### config.mk
export PLATFORM = sky130hd
export DESIGN_NAME = ex_stage
export DESIGN_NICKNAME = d
export VERILOG_FILES = /design/src/rtl/rv32_pkg.sv /design/src/rtl/div_unit.sv /design/src/rtl/ex_stage.sv
export SDC_FILE = /design/constraint.sdc
export NUM_CORES = 2
export LEC_CHECK = 0
export CAP_MARGIN = 20
export CORE_MARGIN = 5
export CORE_UTILIZATION = 45
export DETAILED_ROUTE_END_ITERATION = 6
export PLACE_DENSITY = 0.68
export SLEW_MARGIN = 15
export SYNTH_ARGS = -nofsm -noshare
export SYNTH_HDL_FRONTEND = slang
export SYNTH_SLANG_ARGS = --single-unit
### constraint.sdc
create_clock -name clk -period 12.1 [get_ports clk]
set_input_delay 3.025 -clock clk [delete_from_list [all_inputs] [get_ports clk]]
set_output_delay 3.025 -clock clk [all_outputs]
set_load 0.02 [all_outputs]
### src/rtl/rv32_pkg.sv
// Shared types and constants for the RV32IM execute stage.
package rv32_pkg;

  typedef enum logic [4:0] {
    ALU_ADD    = 5'd0,
    ALU_SUB    = 5'd1,
    ALU_AND    = 5'd2,
    ALU_OR     = 5'd3,
    ALU_XOR    = 5'd4,
    ALU_SLL    = 5'd5,
    ALU_SRL    = 5'd6,
    ALU_SRA    = 5'd7,
    ALU_SLT    = 5'd8,
    ALU_SLTU   = 5'd9,
    ALU_MUL    = 5'd10,
    ALU_MULH   = 5'd11,
    ALU_MULHSU = 5'd12,
    ALU_MULHU  = 5'd13,
    ALU_DIV    = 5'd14,
    ALU_DIVU   = 5'd15,
    ALU_REM    = 5'd16,
    ALU_REMU   = 5'd17
  } alu_op_e;

  typedef enum logic [1:0] {
    IDLE = 2'd0,
    RUN  = 2'd1,
    DONE = 2'd2
  } div_state_e;

  localparam int          DIV_ITER    = 32;
  localparam logic [31:0] DIV_BY_ZERO = 32'hFFFF_FFFF;

  typedef struct packed {
    logic        reg_write;
    logic        mem_to_reg;
    logic        mem_read;
    logic        mem_write;
    logic [31:0] alu_out;
    logic [31:0] data_b;
    logic [4:0]  rd;
  } ex_mem_t;

  function automatic logic is_div_op(alu_op_e op);
    return op inside {ALU_DIV, ALU_DIVU, ALU_REM, ALU_REMU};
  endfunction

endpackage

### src/rtl/div_unit.sv
// Iterative radix-2 restoring divider: 1 issue cycle, 32 RUN cycles, 1 DONE cycle.
module div_unit
  import rv32_pkg::*;
(
  input  logic        clk,
  input  logic        reset_n,
  input  logic        start,
  input  logic        signed_op,
  input  logic        rem_op,
  input  logic [31:0] a,
  input  logic [31:0] b,
  output logic        busy,
  output logic        done,
  output logic [31:0] result
);

  localparam logic [1:0] S_IDLE    = IDLE;
  localparam logic [1:0] S_RUN     = RUN;
  localparam logic [1:0] S_DONE    = DONE;
  localparam logic [4:0] LAST_ITER = 5'(DIV_ITER - 1);

  logic [1:0]  state_q, state_d;
  logic [4:0]  cnt_q, cnt_d;
  logic [31:0] quot_q, quot_d;
  logic [31:0] rem_q, rem_d;
  logic [31:0] dvsr_q, dvsr_d;
  logic        q_neg_q, q_neg_d;
  logic        r_neg_q, r_neg_d;
  logic        rem_op_q, rem_op_d;

  logic        a_neg, b_neg;
  logic [31:0] a_mag, b_mag;
  logic [32:0] rem_shift;
  logic        fits;

  always_comb begin
    // NOTE: every variable gets a default before the case, so no path infers a latch.
    state_d  = state_q;
    cnt_d    = cnt_q;
    quot_d   = quot_q;
    rem_d    = rem_q;
    dvsr_d   = dvsr_q;
    q_neg_d  = q_neg_q;
    r_neg_d  = r_neg_q;
    rem_op_d = rem_op_q;

    a_neg     = signed_op & a[31];
    b_neg     = signed_op & b[31];
    a_mag     = a_neg ? -a : a;
    b_mag     = b_neg ? -b : b;
    rem_shift = {rem_q, quot_q[31]};
    fits      = rem_shift >= {1'b0, dvsr_q};

    case (state_q)
      S_IDLE: begin
        if (start) begin
          state_d  = S_RUN;
          cnt_d    = '0;
          quot_d   = a_mag;
          rem_d    = '0;
          dvsr_d   = b_mag;
          q_neg_d  = (a_neg ^ b_neg) && (b != '0);
          r_neg_d  = a_neg;
          rem_op_d = rem_op;
        end
      end
      S_RUN: begin
        // Dividend bits shift out of quot_q while quotient bits shift in.
        quot_d = {quot_q[30:0], fits};
        rem_d  = fits ? 32'(rem_shift - {1'b0, dvsr_q}) : rem_shift[31:0];
        cnt_d  = cnt_q + 5'd1;
        if (cnt_q == LAST_ITER) state_d = S_DONE;
      end
      S_DONE:  state_d = S_IDLE;
      default: state_d = S_IDLE;
    endcase
  end

  // 0x80000000 / -1 needs no override: the magnitude quotient 0x80000000
  // negates to itself and the remainder is already 0.
  always_comb begin
    if (rem_op_q)             result = r_neg_q ? -rem_q : rem_q;
    else if (dvsr_q == '0)    result = DIV_BY_ZERO;
    else                      result = q_neg_q ? -quot_q : quot_q;
  end

  assign busy = ((state_q == S_IDLE) && start) || (state_q == S_RUN);
  assign done = (state_q == S_DONE);

  always_ff @(posedge clk or negedge reset_n) begin
    if (!reset_n) begin
      state_q  <= S_IDLE;
      cnt_q    <= '0;
      quot_q   <= '0;
      rem_q    <= '0;
      dvsr_q   <= '0;
      q_neg_q  <= 1'b0;
      r_neg_q  <= 1'b0;
      rem_op_q <= 1'b0;
    end else begin
      // NOTE: non-blocking assignments so every flop samples pre-edge values.
      state_q  <= state_d;
      cnt_q    <= cnt_d;
      quot_q   <= quot_d;
      rem_q    <= rem_d;
      dvsr_q   <= dvsr_d;
      q_neg_q  <= q_neg_d;
      r_neg_q  <= r_neg_d;
      rem_op_q <= rem_op_d;
    end
  end

endmodule

### src/rtl/ex_stage.sv
// RV32IM execute stage: forwarding, ALU, single-cycle multiplier, iterative
// divider and the EX/MEM pipeline register.
module ex_stage
  import rv32_pkg::*;
(
  input  logic        clk,
  input  logic        reset_n,
  input  logic        ID_EX_reg_write,
  input  logic        ID_EX_mem_to_reg,
  input  logic        ID_EX_mem_read,
  input  logic        ID_EX_mem_write,
  input  logic [4:0]  ID_EX_alu_op,
  input  logic        ID_EX_alu_src,
  input  logic [31:0] ID_EX_dataA,
  input  logic [31:0] ID_EX_dataB,
  input  logic [31:0] ID_EX_imm,
  input  logic [4:0]  ID_EX_rs1,
  input  logic [4:0]  ID_EX_rs2,
  input  logic [4:0]  ID_EX_rd,
  input  logic        MEM_WB_reg_write,
  input  logic [4:0]  MEM_WB_rd,
  input  logic [31:0] wb_data,
  output logic        EX_MEM_reg_write,
  output logic        EX_MEM_mem_to_reg,
  output logic        EX_MEM_mem_read,
  output logic        EX_MEM_mem_write,
  output logic [31:0] EX_MEM_alu_out,
  output logic [31:0] EX_MEM_dataB,
  output logic [4:0]  EX_MEM_rd,
  output logic        ex_busy
);

  alu_op_e     op;
  ex_mem_t     ex_mem_q, ex_mem_d;
  logic [31:0] fwd_a, fwd_b, op_a, op_b, alu_res;
  logic [63:0] mul_a, mul_b, product;
  logic        div_start, div_busy, div_done;
  logic [31:0] div_result;

  assign op = alu_op_e'(ID_EX_alu_op);

  always_comb begin
    if (ex_mem_q.reg_write && ex_mem_q.rd != '0 && ex_mem_q.rd == ID_EX_rs1)
      fwd_a = ex_mem_q.alu_out;
    else if (MEM_WB_reg_write && MEM_WB_rd != '0 && MEM_WB_rd == ID_EX_rs1)
      fwd_a = wb_data;
    else
      fwd_a = ID_EX_dataA;

    if (ex_mem_q.reg_write && ex_mem_q.rd != '0 && ex_mem_q.rd == ID_EX_rs2)
      fwd_b = ex_mem_q.alu_out;
    else if (MEM_WB_reg_write && MEM_WB_rd != '0 && MEM_WB_rd == ID_EX_rs2)
      fwd_b = wb_data;
    else
      fwd_b = ID_EX_dataB;
  end

  assign op_a = fwd_a;
  assign op_b = ID_EX_alu_src ? ID_EX_imm : fwd_b;

  // 64-bit extension per operand signedness; the low 64 product bits are exact.
  assign mul_a   = (op == ALU_MULH || op == ALU_MULHSU) ? {{32{op_a[31]}}, op_a} : {32'b0, op_a};
  assign mul_b   = (op == ALU_MULH) ? {{32{op_b[31]}}, op_b} : {32'b0, op_b};
  assign product = mul_a * mul_b;

  // Reset also masks a pending issue so ex_busy is 0 for as long as reset is held.
  assign div_start = is_div_op(op) && reset_n;

  div_unit u_div (
    .clk       (clk),
    .reset_n   (reset_n),
    .start     (div_start),
    .signed_op (op == ALU_DIV || op == ALU_REM),
    .rem_op    (op == ALU_REM || op == ALU_REMU),
    .a         (op_a),
    .b         (op_b),
    .busy      (div_busy),
    .done      (div_done),
    .result    (div_result)
  );

  assign ex_busy = div_busy;

  always_comb begin
    alu_res = '0;
    case (op)
      ALU_ADD:    alu_res = op_a + op_b;
      ALU_SUB:    alu_res = op_a - op_b;
      ALU_AND:    alu_res = op_a & op_b;
      ALU_OR:     alu_res = op_a | op_b;
      ALU_XOR:    alu_res = op_a ^ op_b;
      ALU_SLL:    alu_res = op_a << op_b[4:0];
      ALU_SRL:    alu_res = op_a >> op_b[4:0];
      ALU_SRA:    alu_res = 32'($signed(op_a) >>> op_b[4:0]);
      ALU_SLT:    alu_res = {31'b0, $signed(op_a) < $signed(op_b)};
      ALU_SLTU:   alu_res = {31'b0, op_a < op_b};
      ALU_MUL:    alu_res = product[31:0];
      ALU_MULH,
      ALU_MULHSU,
      ALU_MULHU:  alu_res = product[63:32];
      ALU_DIV,
      ALU_DIVU,
      ALU_REM,
      ALU_REMU:   alu_res = div_done ? div_result : '0;
      default:    alu_res = '0;
    endcase
  end

  always_comb begin
    ex_mem_d = '0;
    if (!ex_busy) begin
      ex_mem_d.reg_write  = ID_EX_reg_write;
      ex_mem_d.mem_to_reg = ID_EX_mem_to_reg;
      ex_mem_d.mem_read   = ID_EX_mem_read;
      ex_mem_d.mem_write  = ID_EX_mem_write;
      ex_mem_d.alu_out    = alu_res;
      ex_mem_d.data_b     = fwd_b;
      ex_mem_d.rd         = ID_EX_rd;
    end
  end

  always_ff @(posedge clk or negedge reset_n) begin
    if (!reset_n) ex_mem_q <= '0;
    else          ex_mem_q <= ex_mem_d;
  end

  assign EX_MEM_reg_write  = ex_mem_q.reg_write;
  assign EX_MEM_mem_to_reg = ex_mem_q.mem_to_reg;
  assign EX_MEM_mem_read   = ex_mem_q.mem_read;
  assign EX_MEM_mem_write  = ex_mem_q.mem_write;
  assign EX_MEM_alu_out    = ex_mem_q.alu_out;
  assign EX_MEM_dataB      = ex_mem_q.data_b;
  assign EX_MEM_rd         = ex_mem_q.rd;

endmodule

==> impl_metrics.py <==
metrics = {
    "drt": {
        "routedWlPerCell_um": 34.0,
        "met3WireLength_mm": 45.0,
        "highest_layer": "met5",
        "dr.first_iter.drc_count": 8106,
        "drc": 0,
        "drt-vias-per-instance": 6.09,
        "met2_length_mm": 170,
        "firstDrtPassIters": 6,
        "ant_nets": 0,
        "routed_wl_mm": 398,
        "vias": 71220,
        "wl_met1_mm": 143,
    },
    "synthesis": {
        "yosys.cell_types.count": 119,
        "syn_inst": 8215,
        "postSynthAreaPerCell_um2": 8.46,
        "synth_seq_cells": 179,
        "synth_area_um2": 69500,
        "synth-main-ff-cell": "dfrtp_1",
        "synth_common_cells": "1700 x inv_1, 1424 x fa_1, 827 x nor2_1, 776 x nand2_1, 442 x ha_1",
        "yosysTopAreaCell": "fa_1",
        "synth_seq_area_share_pct": 6.44,
        "async_reset_ff_share_pct": 100,
        "synthTopCellsByArea": "fa_1 41%, inv_1 9.2%, ha_1 8.0%, dfrtp_1 6.4%, nor2_1 4.5%",
        "synth_enable_flop_cells": 0,
        "synth_nets": 10242,
        "yosys_warnings": 0,
        "netlist.area_leader.share_pct": 41.0,
        "yosys.cell_count.top_type": "inv_1",
    },
    "clock_network": {
        "clock_tree.root_cell": "clkbuf_16",
        "clkTransAtPathRegs_ns": 0.09,
        "clk-insertion-delay-late_ns": 0.51,
        "clock-sinks": 179,
        "cts_buffers": 17,
        "cts_max_level": 4,
        "cts_tree": "done",
        "clock_path_buffers": 2,
    },
    "critical_path": {
        "critPathLaunchType": "input pin",
        "crit_path_top_delay_cell": "or4_4",
        "endpoint_kind": "flop",
        "regToRegStartpoint": "EX_MEM_rd[3]",
        "ff2ff_path_depth": 40,
        "worstPathMaxFanout": 9,
        "worstPathArrival_ns": 13.25,
        "ff2ff_setup_slack_ns": 1.18,
        "reg2reg_to": "EX_MEM_alu_out[24]",
        "path_class": "input pin to flop",
        "critPathRequiredTime_ns": 12.51,
        "crit_top_cell": "fa_1",
        "slowest_delay_ns": 0.61,
    },
    "sta": {
        "final.period_utilization_pct": 106,
        "finalClockSkew_ns": 0.0359,
        "period_minus_slack_ns": 12.84,
        "fmax_ghz": 0.0779,
        "rsz0062_at_grt": "yes",
        "setup_viol": 32,
        "finalSetupTns_ns": -18.07,
        "finalHoldViolCount": 0,
        "slew_viol_final": 0,
        "worstMarginPinSlew_ns": 1.29,
        "setup_ws_ns": -0.739,
        "slew_headroom_pct": 13.8,
    },
    "flow_run": {
        "maxCapViolCount": 0,
    },
    "floorplanning": {
        "rows": 144,
        "io_pins": 235,
        "core_area_um2": 154000,
        "die_width_um": 403,
        "dieArea_um2": 162000,
        "start_util_pct": 45.2,
        "fp.dieH_um": 403,
    },
    "grt": {
        "grt_max_degree": 100,
        "overflow": 0,
        "antenna_found_initial": 24,
        "track_usage_pct": 48.0,
        "grt_pass1_wl_mm": 553,
        "grt_pass1_vias": 73706,
    },
    "placement": {
        "portBuffers": 234,
        "dp_hpwl_mm": 330,
        "gp_congestion": 1.12,
    },
    "min_path": {
        "holdPathStages": 1,
        "worstHoldStart": "u_div.cnt_q[3]",
        "hold_path_end": "u_div.cnt_q[3]",
        "hp-class": "flop to flop",
    },
    "final_layout": {
        "drive_gt1_share_pct": 26.1,
        "layout.nets": 11658,
        "nFillCells": 13325,
        "areaGrowthSynthToFinish_pct": 33.3,
        "final_util_pct": 60.2,
    },
    "status": {
        "outcome": "complete, but fails checks",
        "failed_checks": "negative setup slack",
    },
}
-- kinds of logic (layout without fill, tap and decap cells) --
kind of cell,Yosys count,count (layout),share of synthesized area [%]
buffers and inverters,2193,3618,12.1
and+or+nand+nor,2156,2159,13.6
adders and majority gates,1866,1866,49.0
AOI/OAI and AO/OA,1476,1477,14.2
xor gates and xnor gates,279,279,3.52
DFF,179,179,6.44
muxes,66,66,1.22
other,0,9,0
-- how the worst max path moves through the flow --
| stage | start | end | slack (ns) | cells after the start |
|---|---|---|---|---|
| 3_5_place_dp | MEM_WB_rd[0] | EX_MEM_alu_out[24] | -2.34 | 37 |
| 4_1_cts | MEM_WB_rd[3] | EX_MEM_alu_out[29] | -0.63 | 39 |
| 6_report | MEM_WB_rd[2] | EX_MEM_alu_out[29] | -0.74 | 39 |
| 2_1_floorplan | MEM_WB_rd[0] | EX_MEM_alu_out[16] | -0.56 | 39 |
| 5_1_grt | MEM_WB_rd[2] | EX_MEM_alu_out[26] | -0.96 | 41 |
| 3_3_place_gp | MEM_WB_rd[0] | EX_MEM_alu_out[11] | -2.23 | 39 |
-- metrics by stage --
stage          instance area (um2)  setup WS (ns)  hold WS (ns)  cells
6_report                     92700         -0.739         0.492  11697
5_1_grt                      92600         -0.955         0.546  11688
3_5_place_dp                 85900          -2.34         0.482  11433
3_3_place_gp                 85900          -2.23         0.470  11433
4_1_cts                      90400         -0.625         0.489  11591
2_1_floorplan                70500         -0.559         0.450   8215
-- final cells by class --
cell class | count | area, um2 | area share, %
inverter | 1728 | 6620 | 7.15
tap | 2044 | 2560 | 2.76
multi-input combinational | 5847 | 60800 | 65.7
clock inverter | 15 | 235 | 0.254
sequential | 179 | 4480 | 4.83
clock buffer | 17 | 425 | 0.459
antenna | 9 | 22.5 | 0.0243
timing repair buffer | 1858 | 17500 | 18.9
-- cells in the final DEF (no fill, tap or decap), types with 108 or more instances in the layout --
cell type	netlist	layout
buf_6	5	121
buf_12	0	173
dfrtp_1	179	179
inv_1	1700	1578
clkdlybuf4s50_1	0	216
xnor2_1	174	158
a21oi_1	281	235
buf_4	10	1299
ha_1	442	389
fa_1	1424	1317
nor2_1	827	751
nand2_1	776	714
o21ai_0	352	288
inv_2	21	108
-- per-layer routing --
| metal | vias up | track usage [%] |
|---|---|---|
| li1 | 28920 | - |
| met1 | 36053 | 59.2 |
| met2 | 4848 | 72.2 |
| met3 | 1377 | 13.5 |
| met4 | 22 | 35.2 |
| met5 | - | 0 |
-- critical path: cells and delay by family --
kind	cells	cell delay, ns
mux	1	0.29
buf+inv	14	1.53
compound gates	4	1.05
xor+xnor	1	0.13
fa+ha+maj	11	5.40
simple gates	8	1.76
-- repair_timing --
item                                    CTS  global route
cloned                                    6             9
pin swaps                               253           231
endpoints found under the setup margin   32            32
buffers inserted                        133            98
resized for setup                       700           345
hold buffers                              0             0
Power is not shown: default switching activity piles up to over one toggle a cycle in this logic, so the estimate is an artifact.
